--- src/rtl/phase_pipeline.sv ---
// phase_pipeline: clocked two-phase bundled-data elastic pipeline with occupancy, full/empty and freeze
module phase_pipeline #(
    parameter int DATA_WIDTH = 4,
    parameter int DEPTH      = 4,
    parameter int CNT_W      = $clog2(DEPTH + 1)
) (
    input  logic                  clk,
    input  logic                  rst_n,
    input  logic                  freeze,
    input  logic                  in_req,
    input  logic [DATA_WIDTH-1:0] data_in,
    output logic                  in_ack,
    output logic                  out_req,
    output logic [DATA_WIDTH-1:0] data_out,
    input  logic                  out_ack,
    output logic [CNT_W-1:0]      occupancy,
    output logic                  full,
    output logic                  empty
);
    logic [DEPTH-1:0]      a_q, a_d, req_up, ack_dn, fire, full_d;
    logic [DATA_WIDTH-1:0] d_q [DEPTH];
    logic [DATA_WIDTH-1:0] d_d [DEPTH];
    logic [CNT_W-1:0]      occ_q, occ_d;

    assign req_up = {a_q[DEPTH-2:0], in_req};
    assign ack_dn = {out_ack, a_q[DEPTH-1:1]};
    assign fire   = {DEPTH{!freeze}} & (req_up ^ a_q) & ~(a_q ^ ack_dn);

    // firing stages copy upstream phase and data; occupancy counts stages full after this edge
    always_comb begin
        a_d    = (a_q & ~fire) | (req_up & fire);
        full_d = a_d ^ {out_ack, a_d[DEPTH-1:1]};
        d_d[0] = fire[0] ? data_in : d_q[0];
        for (int i = 1; i < DEPTH; i++)
            d_d[i] = fire[i] ? d_q[i-1] : d_q[i];
        occ_d = '0;
        for (int i = 0; i < DEPTH; i++)
            occ_d = occ_d + CNT_W'(full_d[i]);
    end

    // stage registers; reset clears every token and dominates freeze
    always_ff @(posedge clk) begin
        if (!rst_n) begin
            a_q   <= '0;
            occ_q <= '0;
            for (int i = 0; i < DEPTH; i++)
                d_q[i] <= '0;
        end else begin
            a_q   <= a_d;
            occ_q <= occ_d;
            for (int i = 0; i < DEPTH; i++)
                d_q[i] <= d_d[i];
        end
    end

    assign in_ack    = a_q[0];
    assign out_req   = a_q[DEPTH-1];
    assign data_out  = d_q[DEPTH-1];
    assign occupancy = occ_q;
    assign full      = occ_q == CNT_W'(DEPTH);
    assign empty     = occ_q == '0;
endmodule
--- config.mk ---
export PLATFORM = sky130hd
export DESIGN_NAME = phase_pipeline
export DESIGN_NICKNAME = d
export VERILOG_FILES = /design/src/rtl/phase_pipeline.sv
export SDC_FILE = /design/constraint.sdc
export NUM_CORES = 1
export LEC_CHECK = 0
export CORE_MARGIN = 4
export CORE_UTILIZATION = 50
export DETAILED_ROUTE_END_ITERATION = 10
export PLACE_DENSITY_LB_ADDON = 0.3
export SKIP_LAST_GASP = 1
export SLEW_MARGIN = 20
export SYNTH_ARGS = -nofsm -noshare
export SYNTH_HDL_FRONTEND = slang
export SYNTH_SLANG_ARGS = --single-unit
export TNS_END_PERCENT = 100
--- constraint.sdc ---
create_clock -name clk -period 7.68 [get_ports clk]
set_input_delay 1.536 -clock clk [delete_from_list [all_inputs] [get_ports clk]]
set_output_delay 1.536 -clock clk [all_outputs]
set_load 0.005 [all_outputs]
==> reports/metrics.yaml <==
final_layout:
  antenna_cells: 0
  area_growth_pct: 17.7
  fin_util_pct: 62.0
  nets: 154
  final_common_cell: "dfxtp_1"
  layout-drive-gt1-share_pct: 7.80
  final_cell_mix: "23 x dfxtp_1, 22 x nand2_1, 19 x clkdlybuf4s50_1, 16 x mux2i_1, 8 x o21ai_0"
sta:
  tns_ps: 0
  clock.fmax_ghz: 0.241
  maxSlewHeadroom_pct: 43.5
  worst_pin_slew_ps: 844
  finalHoldViolations: 0
  hold_ws_ps: 467
  rsz0062_at_grt: "false"
  min_period_ps: 4150
  skew_ps: 4.82
  min_period_over_period_pct: 54.0
  setup_viol_count_final: 0
  drv_slew: 0
drt:
  drc_errors: 0
  avgViaCountPerCell: 5.34
  route.met2.wl_um: 951
  route.met3.wl_um: 99
  postRouteAntennaNets: 0
  wl_met1_um: 905
  wl_per_cell_um: 11.7
  routed_wl_um: 1980
  num_vias: 902
  topRoutingLayerUsed: "met4"
  dr.pass1.iters: 4
  drt_iter0_markers: 17
clock_tree:
  cts_buffers: 3
  ctsResizeCount: 0
  post_cts_buffers: 0
  cts_root_buffer: "clkbuf_4"
  cts_tree: "yes"
  clock_path_buffers: 2
  ctsHoldBuffers: 0
  clk_pin_slew_worst_paths_ps: 130
  cts.htree.levels: 1
  clock_sinks: 23
  clkLatencyLatePin_ps: 310
critical_path:
  required_ps: 7900
  critPathMaxFanout: 19
  r2r-start: "a_q[2]$_SDFF_PN0_"
  startpoint_type: "primary input"
  slowest_delay_ps: 830
  reg2reg_depth: 8
  r2r_setup_slack_ps: 5030
  worst_path_most_repeated_cell: "ha_1"
  r2r_end: "occupancy[1]$_SDFF_PN0_"
  crit_path_cell_trace: "clkdlybuf4s50_1, and4bb_2, a31oi_2, a21boi_0, fa_1, inv_1, ha_1, ha_1, and2_1"
  path_class: "primary input to register"
  crit_arrival_ps: 4370
  cp-end-kind: "register"
  crit_slowest_cell: "clkdlybuf4s50_1"
synth:
  syn_avg_cell_area_um2: 9.18
  netlist_area_um2: 1170
  synth_fa_ha_area_share_pct: 3.86
  synth_compound_area_share_pct: 13.3
  synthMuxAreaShare_pct: 13.7
  ys_ff_latch: 23
  ys.warnings.count: 0
  synth_xor_area_share_pct: 3.00
  yosysSeqAreaShare_pct: 39.5
  synth_cells: 127
  synth_top_family_by_area: "simple AND/OR/NAND/NOR gates"
  synthSimpleGateAreaFrac_pct: 21.0
  synth.distinct_cells: 31
  synthesis.nets: 139
placed_design:
  io_buffers: 19
  hpwl_um: 1440
  gp_congestion: 0.722
global_route:
  grt_max_degree: 28
  antenna_found_initial: 0
  track_usage_pct: 14.2
  gr-total-overflow: 0
  grt_pass1_wl_um: 3660
  first_global_vias: 833
power_and_ir_drop:
  p_per_area_nw_per_um2: 187
  irDropWorstVdd_mv: 0.111
  leakage_nw: 0.623
die:
  ioPinCount: 20
  num_rows: 17
  die_w_um: 56.3
  core_um2: 2210
  start_util_pct: 52.7
  die_area_um2: 3170
  die_h_um: 56.3
hold_path:
  worst_hold_path_type: "register to register"
  hp-start: "d_q[3][2]$_SDFFE_PN0P_"
  worstHoldPathCells: 2
  whs_endpoint: "d_q[3][2]$_SDFFE_PN0P_"
flow_run:
  max_cap_viol_count: 0
status:
  status: "complete, no violations"
-- through the flow --
stage                     worst slack (ps)  power, mW  instances  area [um2]
after global routing                  3320      0.274        169        1370
after floorplan                       4150      0.178        127        1170
after detailed placement              3180      0.203        165        1350
after CTS                             3530      0.259        169        1370
after global placement                3340      0.199        165        1350
final                                 3530      0.256        169        1370
-- worst max-delay path by stage --
| stage | startpoint | end | slack, ps | cells after the start |
|---|---|---|---|---|
| 6_report | freeze | occupancy[1]$_SDFF_PN0_ | 3530 | 9 |
| 5_1_grt | freeze | occupancy[1]$_SDFF_PN0_ | 3320 | 9 |
| 4_1_cts | freeze | occupancy[1]$_SDFF_PN0_ | 3530 | 9 |
| 3_5_place_dp | freeze | occupancy[1]$_SDFF_PN0_ | 3180 | 9 |
| 3_3_place_gp | freeze | occupancy[1]$_SDFF_PN0_ | 3340 | 9 |
| 2_1_floorplan | freeze | occupancy[1]$_SDFF_PN0_ | 4150 | 9 |
-- cell type report --
class	count	area (um2)
fill	201	840
clock buffer	3	22.5
tap	28	35.0
inverter	5	18.8
clock inverter	1	5.00
sequential	23	460
multi-input combinational	90	641
timing repair buffer	19	190
-- critical path, delay by kind of cell --
family	cells	cell delay (ps)
compound gates	2	660
fa+ha+maj	3	820
buf+inv	2	900
simple gates	2	450
-- cells by family (layout without fill, tap and decap cells) --
family | after synthesis | after routing
fa+ha+maj | 3 | 3
mux | 16 | 16
compound gates | 20 | 20
simple gates | 47 | 47
buf+inv | 14 | 28
flops | 23 | 23
xor+xnor | 4 | 4
-- power by group --
group	internal, mW	switching [mW]
clock network	0.0195	0.0370
logic	0.0365	0.0265
registers	0.127	0.00986
-- flip-flops by register name, summed over array words and instances (netlist names) --
name,flops
a_q,4
occupancy,3
d_q,16
-- routing by layer --
metal  GRT usage (%)  up-vias
met2            23.9       22
met4            6.44        0
met1            17.9      412
li1                -      464
met3            2.07        4
met5               0        -
-- synth_stat cells --
cell type  count  area share [%]
nor4b_1        1            0.75
nor3b_1        1            0.64
buf_1          2            0.64
xor2_1         2             1.5
o31a_4         1             1.5
o21ai_0        8             3.4
and4bb_2       2             2.1
fa_1           1             1.7
a31oi_2        3             3.2
nand2b_1       3             1.6
a221o_1        1            0.86
a21o_1         1            0.64
xnor2_1        2             1.5
mux2i_1       16              14
and2b_1        1            0.64
inv_1          5             1.6
nand2_1       22             7.1
nor2_1         6             1.9
buf_4          1            0.64
a21boi_0       5             3.2
nor3_1         3             1.3
and3_1         3             1.6
and2_1         3             1.6
clkbuf_1       4             1.3
nor2b_1        1            0.54
a21oi_1        1            0.43
dfxtp_1       23              39
ha_1           2             2.1
buf_6          1            0.97
or4b_4         1             1.2
buf_2          1            0.43
Power figures use the tool's default switching activity.
